[src/rtl/axi_lite_cmd_master_pkg.sv]
// ---------------------------------------------------------------------------
// axi_lite_cmd_master_pkg
// Shared definitions for the AXI4-Lite command master: FSM state encoding,
// AXI response codes and default timeout sizing.
// No ports (package).
// ---------------------------------------------------------------------------
package axi_lite_cmd_master_pkg;

    // Master FSM states. The four wait states are where the timeout counter runs.
    typedef enum logic [2:0] {
        IDLE  = 3'd0,
        RD_A  = 3'd1,
        RD_D  = 3'd2,
        WR_AW = 3'd3,
        WR_B  = 3'd4,
        RSP   = 3'd5
    } state_e;

    localparam logic [1:0] RESP_OKAY   = 2'b00;
    localparam logic [1:0] RESP_SLVERR = 2'b10;

    localparam int DEFAULT_TIMEOUT = 1024;
    localparam int DEFAULT_CNT_W   = 11;

    // Clears the two byte-offset bits so every bus access is word aligned.
    localparam logic [31:0] ADDR_WORD_MASK = 32'hFFFF_FFFC;

    // True in every state that waits on an AXI handshake.
    function automatic logic is_wait_state(input state_e s);
        return (s == RD_A) || (s == RD_D) || (s == WR_AW) || (s == WR_B);
    endfunction

endpackage

[src/rtl/axi_lite_timeout_ctr.sv]
// ---------------------------------------------------------------------------
// axi_lite_timeout_ctr
// Per-phase watchdog for the AXI command master. Counts cycles while enabled,
// restarts from zero on clear, and flags expiry on the last allowed cycle.
// Ports:
//   clk_i     clock, all logic on posedge
//   rst_i     synchronous active-high reset
//   clear_i   restart count at zero (has priority over enable)
//   enable_i  count this cycle (sitting in a wait state)
//   expire_o  this is cycle TIMEOUT_CYC of the phase; never set when TIMEOUT_CYC == 0
// ---------------------------------------------------------------------------
module axi_lite_timeout_ctr
    import axi_lite_cmd_master_pkg::*;
#(
    parameter int TIMEOUT_CYC = DEFAULT_TIMEOUT,
    parameter int CNT_W       = DEFAULT_CNT_W
) (
    input  logic clk_i,
    input  logic rst_i,
    input  logic clear_i,
    input  logic enable_i,
    output logic expire_o
);

    localparam logic [CNT_W-1:0] LAST_CNT = CNT_W'(TIMEOUT_CYC - 1);

    logic [CNT_W-1:0] count_q;
    logic [CNT_W-1:0] count_d;

    // Next count: a clear always wins so a fresh phase starts at zero even if
    // the previous phase ended on the same cycle.
    always_comb begin
        count_d = count_q;
        if (clear_i) begin
            count_d = '0;
        end else if (enable_i) begin
            count_d = count_q + CNT_W'(1);
        end
    end

    // Counter register.
    always_ff @(posedge clk_i) begin
        if (rst_i) begin
            count_q <= '0;
        end else begin
            count_q <= count_d;
        end
    end

    // Expiry is taken from the registered count, so it never depends on the
    // clear it indirectly causes.
    assign expire_o = (TIMEOUT_CYC != 0) && enable_i && (count_q == LAST_CNT);

endmodule

[src/rtl/axi_lite_cmd_master.sv]
// ---------------------------------------------------------------------------
// axi_lite_cmd_master
// Turns a single-outstanding memory command port into AXI4-Lite master
// transactions, with word alignment, response-error reporting and a per-phase
// timeout. Every output is registered.
// Ports:
//   clk_i, rst_i                 clock and synchronous active-high reset
//   req_valid_i / req_ready_o    command handshake
//   req_we_i, req_addr_i,
//   req_wdata_i, req_wstrb_i     command fields (addr bits [1:0] ignored)
//   rsp_valid_o                  one-cycle completion pulse
//   rsp_rdata_o                  read data, 0 for writes/errors, held between pulses
//   rsp_err_o, rsp_timeout_o     error flag and timeout cause
//   m_axi_*                      AXI4-Lite master read and write channels
// ---------------------------------------------------------------------------
module axi_lite_cmd_master
    import axi_lite_cmd_master_pkg::*;
#(
    parameter int TIMEOUT_CYC = DEFAULT_TIMEOUT,
    parameter int CNT_W       = DEFAULT_CNT_W
) (
    input  logic        clk_i,
    input  logic        rst_i,
    input  logic        req_valid_i,
    output logic        req_ready_o,
    input  logic        req_we_i,
    input  logic [31:0] req_addr_i,
    input  logic [31:0] req_wdata_i,
    input  logic [3:0]  req_wstrb_i,
    output logic        rsp_valid_o,
    output logic [31:0] rsp_rdata_o,
    output logic        rsp_err_o,
    output logic        rsp_timeout_o,
    output logic [31:0] m_axi_araddr_o,
    output logic        m_axi_arvalid_o,
    input  logic        m_axi_arready_i,
    input  logic [31:0] m_axi_rdata_i,
    input  logic [1:0]  m_axi_rresp_i,
    input  logic        m_axi_rvalid_i,
    output logic        m_axi_rready_o,
    output logic [31:0] m_axi_awaddr_o,
    output logic        m_axi_awvalid_o,
    input  logic        m_axi_awready_i,
    output logic [31:0] m_axi_wdata_o,
    output logic [3:0]  m_axi_wstrb_o,
    output logic        m_axi_wvalid_o,
    input  logic        m_axi_wready_i,
    input  logic [1:0]  m_axi_bresp_i,
    input  logic        m_axi_bvalid_i,
    output logic        m_axi_bready_o
);

    state_e      state_q, state_d;
    logic        req_ready_q, req_ready_d;
    logic [31:0] addr_q, addr_d;
    logic [31:0] wdata_q, wdata_d;
    logic [3:0]  wstrb_q, wstrb_d;
    logic        arvalid_q, arvalid_d;
    logic        rready_q, rready_d;
    logic        awvalid_q, awvalid_d;
    logic        wvalid_q, wvalid_d;
    logic        bready_q, bready_d;
    logic        rsp_valid_q, rsp_valid_d;
    logic [31:0] rsp_rdata_q, rsp_rdata_d;
    logic        rsp_err_q, rsp_err_d;
    logic        rsp_timeout_q, rsp_timeout_d;

    logic        aw_done, w_done;
    logic        aw_open, w_open;
    logic        abort;
    logic        expire;

    // The watchdog restarts on every state change and only counts while the
    // FSM is parked waiting for the slave.
    axi_lite_timeout_ctr #(
        .TIMEOUT_CYC (TIMEOUT_CYC),
        .CNT_W       (CNT_W)
    ) u_timeout (
        .clk_i    (clk_i),
        .rst_i    (rst_i),
        .clear_i  (state_d != state_q),
        .enable_i (is_wait_state(state_q)),
        .expire_o (expire)
    );

    // Next-state and next-output logic. Everything defaults to holding its
    // value except rsp_valid, which is a single-cycle pulse. A completed
    // handshake is checked before expiry, so a late handshake still succeeds.
    always_comb begin
        state_d       = state_q;
        req_ready_d   = req_ready_q;
        addr_d        = addr_q;
        wdata_d       = wdata_q;
        wstrb_d       = wstrb_q;
        arvalid_d     = arvalid_q;
        rready_d      = rready_q;
        awvalid_d     = awvalid_q;
        wvalid_d      = wvalid_q;
        bready_d      = bready_q;
        rsp_valid_d   = 1'b0;
        rsp_rdata_d   = rsp_rdata_q;
        rsp_err_d     = rsp_err_q;
        rsp_timeout_d = rsp_timeout_q;
        abort         = 1'b0;

        // AW and W complete independently; the write phase ends once neither
        // is still outstanding after this cycle.
        aw_done = awvalid_q & m_axi_awready_i;
        w_done  = wvalid_q & m_axi_wready_i;
        aw_open = awvalid_q & ~aw_done;
        w_open  = wvalid_q & ~w_done;

        unique case (state_q)
            IDLE: begin
                req_ready_d = 1'b1;
                if (req_valid_i && req_ready_q) begin
                    req_ready_d = 1'b0;
                    addr_d      = req_addr_i & ADDR_WORD_MASK;
                    wdata_d     = req_wdata_i;
                    wstrb_d     = req_wstrb_i;
                    if (req_we_i) begin
                        state_d   = WR_AW;
                        awvalid_d = 1'b1;
                        wvalid_d  = 1'b1;
                    end else begin
                        state_d   = RD_A;
                        arvalid_d = 1'b1;
                    end
                end
            end
            RD_A: begin
                if (arvalid_q && m_axi_arready_i) begin
                    arvalid_d = 1'b0;
                    rready_d  = 1'b1;
                    state_d   = RD_D;
                end else if (expire) begin
                    abort = 1'b1;
                end
            end
            RD_D: begin
                if (rready_q && m_axi_rvalid_i) begin
                    rready_d      = 1'b0;
                    state_d       = RSP;
                    rsp_valid_d   = 1'b1;
                    rsp_timeout_d = 1'b0;
                    rsp_err_d     = (m_axi_rresp_i != RESP_OKAY);
                    rsp_rdata_d   = (m_axi_rresp_i != RESP_OKAY) ? 32'h0 : m_axi_rdata_i;
                end else if (expire) begin
                    abort = 1'b1;
                end
            end
            WR_AW: begin
                if (aw_done) awvalid_d = 1'b0;
                if (w_done)  wvalid_d  = 1'b0;
                if (!aw_open && !w_open) begin
                    bready_d = 1'b1;
                    state_d  = WR_B;
                end else if (expire) begin
                    abort = 1'b1;
                end
            end
            WR_B: begin
                if (bready_q && m_axi_bvalid_i) begin
                    bready_d      = 1'b0;
                    state_d       = RSP;
                    rsp_valid_d   = 1'b1;
                    rsp_timeout_d = 1'b0;
                    rsp_err_d     = (m_axi_bresp_i != RESP_OKAY);
                    rsp_rdata_d   = 32'h0;
                end else if (expire) begin
                    abort = 1'b1;
                end
            end
            RSP: begin
                state_d     = IDLE;
                req_ready_d = 1'b1;
            end
            default: begin
                state_d = IDLE;
            end
        endcase

        // Timeout: withdraw every AXI request and report the failure.
        if (abort) begin
            arvalid_d     = 1'b0;
            rready_d      = 1'b0;
            awvalid_d     = 1'b0;
            wvalid_d      = 1'b0;
            bready_d      = 1'b0;
            state_d       = RSP;
            rsp_valid_d   = 1'b1;
            rsp_err_d     = 1'b1;
            rsp_timeout_d = 1'b1;
            rsp_rdata_d   = 32'h0;
        end
    end

    // State and output registers. Reset clears every output, including
    // req_ready, which comes up the cycle after reset is released.
    always_ff @(posedge clk_i) begin
        if (rst_i) begin
            state_q       <= IDLE;
            req_ready_q   <= 1'b0;
            addr_q        <= '0;
            wdata_q       <= '0;
            wstrb_q       <= '0;
            arvalid_q     <= 1'b0;
            rready_q      <= 1'b0;
            awvalid_q     <= 1'b0;
            wvalid_q      <= 1'b0;
            bready_q      <= 1'b0;
            rsp_valid_q   <= 1'b0;
            rsp_rdata_q   <= '0;
            rsp_err_q     <= 1'b0;
            rsp_timeout_q <= 1'b0;
        end else begin
            state_q       <= state_d;
            req_ready_q   <= req_ready_d;
            addr_q        <= addr_d;
            wdata_q       <= wdata_d;
            wstrb_q       <= wstrb_d;
            arvalid_q     <= arvalid_d;
            rready_q      <= rready_d;
            awvalid_q     <= awvalid_d;
            wvalid_q      <= wvalid_d;
            bready_q      <= bready_d;
            rsp_valid_q   <= rsp_valid_d;
            rsp_rdata_q   <= rsp_rdata_d;
            rsp_err_q     <= rsp_err_d;
            rsp_timeout_q <= rsp_timeout_d;
        end
    end

    assign req_ready_o     = req_ready_q;
    assign rsp_valid_o     = rsp_valid_q;
    assign rsp_rdata_o     = rsp_rdata_q;
    assign rsp_err_o       = rsp_err_q;
    assign rsp_timeout_o   = rsp_timeout_q;
    assign m_axi_araddr_o  = addr_q;
    assign m_axi_arvalid_o = arvalid_q;
    assign m_axi_rready_o  = rready_q;
    assign m_axi_awaddr_o  = addr_q;
    assign m_axi_awvalid_o = awvalid_q;
    assign m_axi_wdata_o   = wdata_q;
    assign m_axi_wstrb_o   = wstrb_q;
    assign m_axi_wvalid_o  = wvalid_q;
    assign m_axi_bready_o  = bready_q;

endmodule

[config.mk]
export PLATFORM = sky130hd
export DESIGN_NAME = axi_lite_cmd_master
export DESIGN_NICKNAME = d
export VERILOG_FILES = /design/src/rtl/axi_lite_cmd_master_pkg.sv /design/src/rtl/axi_lite_timeout_ctr.sv /design/src/rtl/axi_lite_cmd_master.sv
export SDC_FILE = /design/constraint.sdc
export NUM_CORES = 1
export LEC_CHECK = 0
export BUFFER_PORTS_ARGS = -buffer_cell sky130_fd_sc_hd__buf_2
export CAP_MARGIN = 20
export CORE_MARGIN = 2
export CORE_UTILIZATION = 46
export DETAILED_ROUTE_END_ITERATION = 10
export GPL_ROUTABILITY_DRIVEN = 0
export GPL_TIMING_DRIVEN = 0
export HOLD_SLACK_MARGIN = 0.06
export PLACE_DENSITY = 0.81
export SLEW_MARGIN = 20
export SYNTH_ARGS = -nofsm -noshare
export SYNTH_HDL_FRONTEND = slang
export SYNTH_SLANG_ARGS = --single-unit
export TNS_END_PERCENT = 10
[constraint.sdc]
create_clock -name clk_i -period 2 [get_ports clk_i]
set_input_delay 0.1 -clock clk_i [delete_from_list [all_inputs] [get_ports clk_i]]
set_output_delay 0.1 -clock clk_i [all_outputs]
set_load 0.03 [all_outputs]
==> results of run 1 <==
[cells in the mapped netlist, types with 4 or more instances]
cell type,instances
inv_1,5
nor2_1,14
nand4_1,4
nor3_1,5
buf_2,11
a21oi_1,105
nand3_1,40
clkbuf_1,27
o21ai_0,7
dfxtp_1,121
a211oi_1,9
xor2_1,5
buf_4,34
nand2_1,175
buf_6,5
xnor2_1,4
[worst reg2reg max path, cell delays in order, from the launching register on]
cell	delay (ns)
dfxtp_2	0.34
buf_6	0.14
or3b_4	0.45
a21oi_4	0.19
a2111oi_4	0.07
buf_4	0.16
or4_4	0.50
a31oi_4	0.21
[final cells by class]
| class | count | area [µm²] | area share [%] |
|---|---|---|---|
| Antenna cell | 2 | 5.00 | 0.0603 |
| Buffer | 77 | 526 | 6.33 |
| Clock buffer | 19 | 432 | 5.20 |
| Clock inverter | 13 | 146 | 1.76 |
| Inverter | 5 | 18.8 | 0.226 |
| Multi-Input combinational cell | 415 | 2220 | 26.8 |
| Sequential cell | 121 | 2420 | 29.2 |
| Tap cell | 140 | 175 | 2.11 |
| Timing Repair Buffer | 359 | 2350 | 28.3 |
[cells in the final DEF (no fill, tap or decap), types with 3 or more instances in the layout]
| cell type | synthesis | layout |
|---|---|---|
| buf_2 | 11 | 251 |
| nand2_1 | 175 | 175 |
| dfxtp_1 | 121 | 119 |
| dlygate4sd3_1 | 0 | 107 |
| a21oi_1 | 105 | 99 |
| buf_4 | 34 | 43 |
| nand3_1 | 40 | 40 |
| clkbuf_1 | 27 | 17 |
| clkbuf_16 | 0 | 16 |
| nor2_1 | 14 | 13 |
| clkbuf_2 | 0 | 9 |
| a211oi_1 | 9 | 9 |
| buf_6 | 5 | 8 |
| inv_1 | 5 | 5 |
| o21ai_0 | 7 | 5 |
| a21oi_2 | 1 | 5 |
| xor2_1 | 5 | 5 |
| clkinv_4 | 0 | 5 |
| clkbuf_8 | 1 | 4 |
| nand4_1 | 4 | 4 |
| xnor2_1 | 4 | 4 |
| conb_1 | 1 | 4 |
| a31oi_4 | 0 | 3 |
| nand2b_1 | 3 | 3 |
| a21oi_4 | 1 | 3 |
| nor3_1 | 5 | 3 |
[how the worst min path moves through the flow]
| stage | start | to | depth (start not counted) |
|---|---|---|---|
| CTS | m_axi_rvalid_i | m_axi_rready_o$_SDFFE_PP0P_ | 4 |
| detailed placement | req_wstrb_i[3] | m_axi_wstrb_o[3]$_SDFFE_PP0P_ | 3 |
| finish | m_axi_rvalid_i | state_q[1]$_SDFF_PP0_ | 5 |
| global route | m_axi_rvalid_i | state_q[1]$_SDFF_PP0_ | 5 |
| global placement | rst_i | rsp_err_o$_SDFFE_PP0P_ | 2 |
| floorplan | req_addr_i[10] | m_axi_araddr_o[10]$_SDFFE_PP0P_ | 2 |
[cells by family after synthesis]
group / count (synthesis) / synth area share (%)
flip-flops: 121 / 48.4
multiplexers: 2 / 0.400
adder cells (fa/ha/maj): 1 / 0.250
AO/OA/AOI/OAI: 140 / 16.4
buffers and inverters: 83 / 10.0
other: 1 / 0.0749
XOR/XNOR: 9 / 1.57
AND/OR/NAND/NOR: 259 / 22.9
[metal layers]
layer	wire length, µm	global-route usage (%)	share of wire, %	vias to the layer above
met5	0	0	0	-
met4	1510	23.2	7.5	0
li1	-	-	-	2806
met1	7230	32.9	36	2893
met2	10000	56.4	49	381
met3	1510	8.50	7.5	140
[power groups by stage]
stage	Clock, mW	Sequential, mW	Combinational (mW)
2_1_floorplan	0	2.81	0.488
3_3_place_gp	0	2.63	1.00
3_5_place_dp	0	2.63	1.01
4_1_cts	2.99	2.58	1.20
5_1_grt	3.12	2.60	1.37
6_report	2.99	2.59	1.29
[state kept, by name, summed over array words and instances, names as in the netlist, 3 cells and up]
register           count
state_q                3
rsp_rdata_o           32
m_axi_wdata_o         32
m_axi_araddr_o        30
m_axi_wstrb_o          4
u_timeout.count_q     11
[stage by stage]
step           TNS, ns  hold slack [ns]
6_report         -1.10            0.180
5_1_grt          -3.48            0.176
4_1_cts         -0.302            0.128
3_5_place_dp    -13.30            0.346
3_3_place_gp    -12.67            0.339
2_1_floorplan        0            0.236
[timing repair]
| item | CTS | global route |
|---|---|---|
| pin swaps | 3 | 5 |
| setup buffers | 1 | 5 |
| hold buffers | 107 | 0 |
| resized for setup | 15 | 41 |
| endpoints found under the setup margin | 85 | 111 |
| cloned | 0 | 0 |
| hold endpoints to repair | 107 | 0 |
==> reports/results.ini, run 1 <==
[status]
status = finished with violations
failing_checks = negative setup slack

[route]
wl_per_cell_um = 17.6
finalWirelength_mm = 20.3
remaining_drc_errors = 0
routed-via-count = 6220
vias_per_cell = 5.40
route.antenna.remaining_nets = 0
drt_pass1_iterations = 5
detailedRoute.firstIterationViolations = 587

[sta]
slew-limit-headroom_pct = 47.4
timing.final.hold_violations = 0
period_minus_slack_ns = 2.14
worst_pin_slew_ns = 0.789
layout_setup_ws_ns = -0.140
worst_clock_skew_ns = 0.00819
post-route-period-util_pct = 107
achievable-frequency_mhz = 467
setup_viol = 28
grt_setup_unrepaired = yes
slew_violations = 0

[floorplan]
placement_rows = 38
coreArea_um2 = 10700
floorplan.io_pins = 254
die_w_um = 108
floorplan.die_area_um2 = 11700
die_height_um = 108
initial_utilization_pct = 46.6

[synth]
seq_cells_post_synth = 121
seq_area_frac_synth_pct = 48.4
avgSynthCellArea_um2 = 8.13
synth.yosys.warnings = 0
yosys.cell_types.count = 51
netlist_area_um2 = 5010
synth-async-reset-ratio_pct = 0
yosys.area.top_type = dfxtp_1
post_synth_main_area_contributors = dfxtp_1 48%, nand2_1 13%, a21oi_1 10%
yosys.area.top_type_share_pct = 48.4
syn-instance-count = 616
synth_edf_count = 0
ys.flop_type = dfxtp_1

[worst_setup_path]
cell_by_cell_listing_of_the_critical_path = buf_6, or3b_4, a21oi_4, a2111oi_4, buf_4, or4_4, a31oi_4
worst-r2r-setup-slack_ns = -0.14
cp.arrival_ns = 2.57
critPathRequiredTime_ns = 2.42
worst-path-buf-inv = 2
cp_slowest_cell = or4_4
critical_path.startpoint = state_q[2]$_SDFF_PP0_
setup.worst_path.start_class = register
ff2ff_path_depth = 7
worstReg2RegStart = state_q[2]$_SDFF_PP0_
worst_setup_path_end_kind = register
delay_contributed_by_the_slowest_stage_of_the_critical_path_ns = 0.49
critical_path.top_delay_family = simple AND/OR/NAND/NOR gates
crit_path_end = state_q[0]$_SDFF_PP0_
critical_path_class = reg -> reg
critical_path_depth = 7
reg2reg_to = state_q[0]$_SDFF_PP0_
crit_fanout = 10

[global_route]
grt_pass1_vias = 5958
global_route.overflow_total = 0
grt_first_pass_wirelength_mm = 29.3
grt_usage_pct = 32.1
largest_net_degree_at_the_start_of_global_routing = 17
grt_antenna_before_repair = 0

[final_layout]
areaGrowthSynthToFinish_pct = 65.8
fill_cells = 701
utilization_pct = 77.2
final_cells = 1151
design.final.nets = 1110
stdcell_area_um2 = 8300
drive_above_1_share_pct = 37.6

[cts]
clk_pin_slew_worst_paths_ns = 0.06
cts_tree = done
cts_h_tree_depth = 4
cts.sinks = 121
clk_root_buffer_cell = clkbuf_8
worst_skew_pair.late_latency_ns = 0.52
clock_tree.buffer_depth = 2
cts_inserted_buffers = 17

[placement]
place.detailed.instances = 1005
dp.final_hpwl_mm = 10.9
placement.cell_area_um2 = 6420
port_buffers = 246
place_worst_setup_slack_ns = -0.284

[power_and_ir_drop]
power_report.internal_total_mw = 4.86
cellLeakagePower_nw = 3.75
worst_vdd_drop_uv = 709
power.share.combinational_pct = 18.8
power.share.clock_pct = 43.5
finalPower_mw = 6.87
switching_share_pct = 29.3
power.sequential.fraction_pct = 37.7
p_per_area_nw_per_um2 = 828
netSwitchingPower_mw = 2.02

[worst_hold_path]
worstHoldPathType = in -> reg

[run]
drv.max_cap_violation_count = 0

Note: power is estimated with default switching activity, not from simulation.
==> run 2: changes to the inputs <==
--- a/config.mk
+++ b/config.mk
@@ -8,12 +8,12 @@
 export BUFFER_PORTS_ARGS = -buffer_cell sky130_fd_sc_hd__buf_2
 export CAP_MARGIN = 20
 export CORE_MARGIN = 2
-export CORE_UTILIZATION = 46
+export CORE_UTILIZATION = 41
 export DETAILED_ROUTE_END_ITERATION = 10
 export GPL_ROUTABILITY_DRIVEN = 0
 export GPL_TIMING_DRIVEN = 0
 export HOLD_SLACK_MARGIN = 0.06
-export PLACE_DENSITY = 0.81
+export PLACE_DENSITY = 0.76
 export SLEW_MARGIN = 20
 export SYNTH_ARGS = -nofsm -noshare
 export SYNTH_HDL_FRONTEND = slang
==> constraint.sdc (replaced) <==
create_clock -name clk_i -period 1.9 [get_ports clk_i]
set_input_delay 0.095 -clock clk_i [delete_from_list [all_inputs] [get_ports clk_i]]
set_output_delay 0.095 -clock clk_i [all_outputs]
set_load 0.03 [all_outputs]
==> run 2 against run 1 <==
Net effect:
- the run still ends with negative setup slack left
- final cell count increased by 0.52%
- global-route usage is 6.7 points lower
- core utilization decreased by 8.4 points
- via count shrank 6.1%
- register-to-register slack improved by 0.02 ns
- wire length is 15% lower
- critical path type unchanged
- clock power rose by 4%
- largest power group unchanged
- critical path depth is the same
- combinational power hardly changed
==> reports/results.ini, run 2 (synthesized netlist as in run 1, its figures left out) <==
[status]
status = finished with violations
failing_checks = negative setup slack

[route]
remaining_drc_errors = 0  ; unchanged
finalWirelength_mm = 17.3  ; -15%
wl_per_cell_um = 15.0  ; -15%
drt_pass1_iterations = 5  ; unchanged
detailedRoute.firstIterationViolations = 407  ; -31%
routed-via-count = 5838  ; -6.1%
vias_per_cell = 5.05  ; -6.6%
route.antenna.remaining_nets = 0  ; unchanged

[sta]
layout_setup_ws_ns = -0.119  ; +0.0214 ns
setup_total_negative_slack_ns = -1.04  ; +0.0656 ns
slew-limit-headroom_pct = 59.6  ; +12 points
worst_clock_skew_ns = 0.00694  ; -0.00125 ns
grt_setup_unrepaired = yes
achievable-frequency_mhz = 495  ; +6.0%
setup_viol = 24  ; -14%
period_minus_slack_ns = 2.02  ; -0.121 ns
timing.final.hold_violations = 0  ; unchanged
worst_pin_slew_ns = 0.606  ; -0.184 ns
post-route-period-util_pct = 106  ; -0.76 points
slew_violations = 0  ; unchanged

[floorplan]
coreArea_um2 = 12000  ; +11%
initial_utilization_pct = 41.9  ; -4.7 points
die_w_um = 115  ; +5.7%
floorplan.io_pins = 254  ; unchanged
floorplan.die_area_um2 = 13100  ; +12%
die_height_um = 115  ; +5.7%
placement_rows = 40  ; +5.3%

[cts]
clk_pin_slew_worst_paths_ns = 0.06  ; about the same
cts.sinks = 121  ; unchanged
worst_skew_pair.late_latency_ns = 0.41  ; -0.11 ns
clk_root_buffer_cell = clkbuf_16
cts_tree = done
cts_inserted_buffers = 17  ; unchanged
cts_h_tree_depth = 4  ; unchanged
clock_tree.buffer_depth = 2  ; unchanged

[power_and_ir_drop]
cellLeakagePower_nw = 3.74  ; -0.22%
p_per_area_nw_per_um2 = 868  ; +4.8%
worst_vdd_drop_uv = 529  ; -25%

[worst_hold_path]
timing.hold.worst_endpoint = m_axi_wvalid_o$_SDFFE_PP0P_
worstHoldPathType = in -> reg
hold-path-cell-count = 3  ; -2
hold_path.startpoint = req_valid_i

[global_route]
gr-usage-met1_pct = 27.2  ; -5.7 points
grt_pass1_vias = 5513  ; -7.5%
globalRouteMet3Util_pct = 6.88  ; -1.6 points
grt_usage_pct = 25.5  ; -6.7 points
grt_first_pass_wirelength_mm = 26.4  ; -10%
largest_net_degree_at_the_start_of_global_routing = 17  ; unchanged
global_route.overflow_total = 0  ; unchanged
global_route.usage.met2_pct = 44.6  ; -12 points
grt_antenna_before_repair = 0  ; unchanged
top_usage_layer = met2

[final_layout]
antenna-diode-count = 0  ; -2
drive_above_1_share_pct = 36.8  ; -0.73 points
layout_common_cells = 251 x buf_2, 175 x nand2_1, 119 x dfxtp_1, 106 x dlygate4sd3_1, 104 x a21oi_1
areaGrowthSynthToFinish_pct = 64.4
final_cells = 1157  ; +0.52%
design.final.nets = 1111  ; +0.090%
commonest_non_fill_non_tap_cell_in_the_layout = buf_2
fill_cells = 864  ; +23%

[worst_setup_path]
reg2reg_to = rsp_err_o$_SDFFE_PP0P_
delay_contributed_by_the_slowest_stage_of_the_critical_path_ns = 0.52  ; +0.03 ns
worst-r2r-setup-slack_ns = -0.12  ; +0.02 ns
critPathRequiredTime_ns = 2.24  ; -0.18 ns
cp_slowest_cell = or4b_4
worstReg2RegStart = state_q[0]$_SDFF_PP0_
critical_path_class = reg -> reg
setup.worst_path.start_class = register
ff2ff_path_depth = 7  ; unchanged
cell_by_cell_listing_of_the_critical_path = buf_2, buf_4, o21ai_4, nand4_4, or4b_4, a311o_1, a31oi_1
crit_fanout = 6  ; -4
worst_setup_path_end_kind = register
cp.arrival_ns = 2.36  ; -0.21 ns

[placement]
place.detailed.instances = 1012  ; +0.70%
dp.final_hpwl_mm = 10.7  ; -1.8%
port_buffers = 246  ; unchanged

[run]
drv.max_cap_violation_count = 0  ; unchanged

==> run 2: changes by cell type in the layout (fill, tap and decap cells not counted), moves of 2 or more <==
| cell | previous run | this run |
|---|---|---|
| a21oi_1 | 99 | 104 |
| a21oi_2 | 5 | 1 |
| a31oi_1 | 1 | 3 |
| a31oi_4 | 3 | 1 |
| buf_4 | 43 | 48 |
| buf_6 | 8 | 6 |
| clkinv_4 | 5 | 1 |
| clkinvlp_4 | 2 | 4 |
| diode_2 | 2 | 0 |
==> run 2: layer usage <==
metal / up-vias / part of all wire [%]
li1: 2803 / -
met3: 79 / 5.5
met2: 270 / 51
met1: 2686 / 38
met4: 0 / 4.8
met5: - / 0
==> run 2: what timing repair did <==
item                       in CTS  in global routing
cloned                          0                  1
resized for setup              22                 24
setup buffers                   2                  5
hold endpoints to repair      106                  0
hold buffers                  106                  0
pin swaps                       3                  1
setup endpoints to repair      96                112
==> run 2: cell type report <==
cell class	count	area, µm²	area share (%)
repair buffers	360	2350	28.5
clock buffers	21	450	5.47
inverters	5	18.8	0.228
clock inverters	11	123	1.49
plain buffers	77	524	6.37
multi-input cells	415	2160	26.2
well taps	147	184	2.23
flip-flops and latches	121	2420	29.5
==> run 2: power by group <==
| part | switching, mW | internal, mW | leakage [nW] | total, mW |
|---|---|---|---|---|
| Combinational | 0.761 | 0.548 | 2.49 | 1.31 |
| Clock | 1.16 | 1.96 | 0.269 | 3.12 |
| Sequential | 0.0724 | 2.65 | 0.982 | 2.72 |
==> run 2: metrics by stage <==
stage / util, % / setup slack [ns] / hold WS (ns) / instance area (µm²) / total power [mW]
floorplan: - / 0.0292 / 0.231 / 5020 / 3.47
global placement: 53.8 / -0.413 / 0.333 / 6430 / 3.82
detailed placement: 53.8 / -0.430 / 0.337 / 6430 / 3.83
CTS: 68.0 / -0.0725 / 0.103 / 8140 / 7.13
global route: 68.8 / -0.203 / 0.131 / 8230 / 7.40
finish: 68.8 / -0.119 / 0.133 / 8230 / 7.15
==> run 2: critical path: cells and delay by family, from the launching register on <==
kind	cells	cell delay (ns)
simple gates	2	0.67
compound gates	3	0.66
flops	1	0.34
buf+inv	2	0.29
==> run 2: worst max path at each step <==
| stage | from | to | slack [ns] | cells after the start |
|---|---|---|---|---|
| floorplan | state_q[0]$_SDFF_PP0_ | rsp_err_o$_SDFFE_PP0P_ | 0.03 | 7 |
| global placement | state_q[1]$_SDFF_PP0_ | m_axi_araddr_o[4]$_SDFFE_PP0P_ | -0.41 | 8 |
| detailed placement | state_q[1]$_SDFF_PP0_ | m_axi_wdata_o[29]$_SDFFE_PP0P_ | -0.43 | 8 |
| CTS | state_q[1]$_SDFF_PP0_ | u_timeout.count_q[4]$_SDFFE_PP0N_ | -0.07 | 7 |
| global route | state_q[0]$_SDFF_PP0_ | rsp_err_o$_SDFFE_PP0P_ | -0.20 | 7 |
| finish | state_q[0]$_SDFF_PP0_ | rsp_err_o$_SDFFE_PP0P_ | -0.12 | 7 |
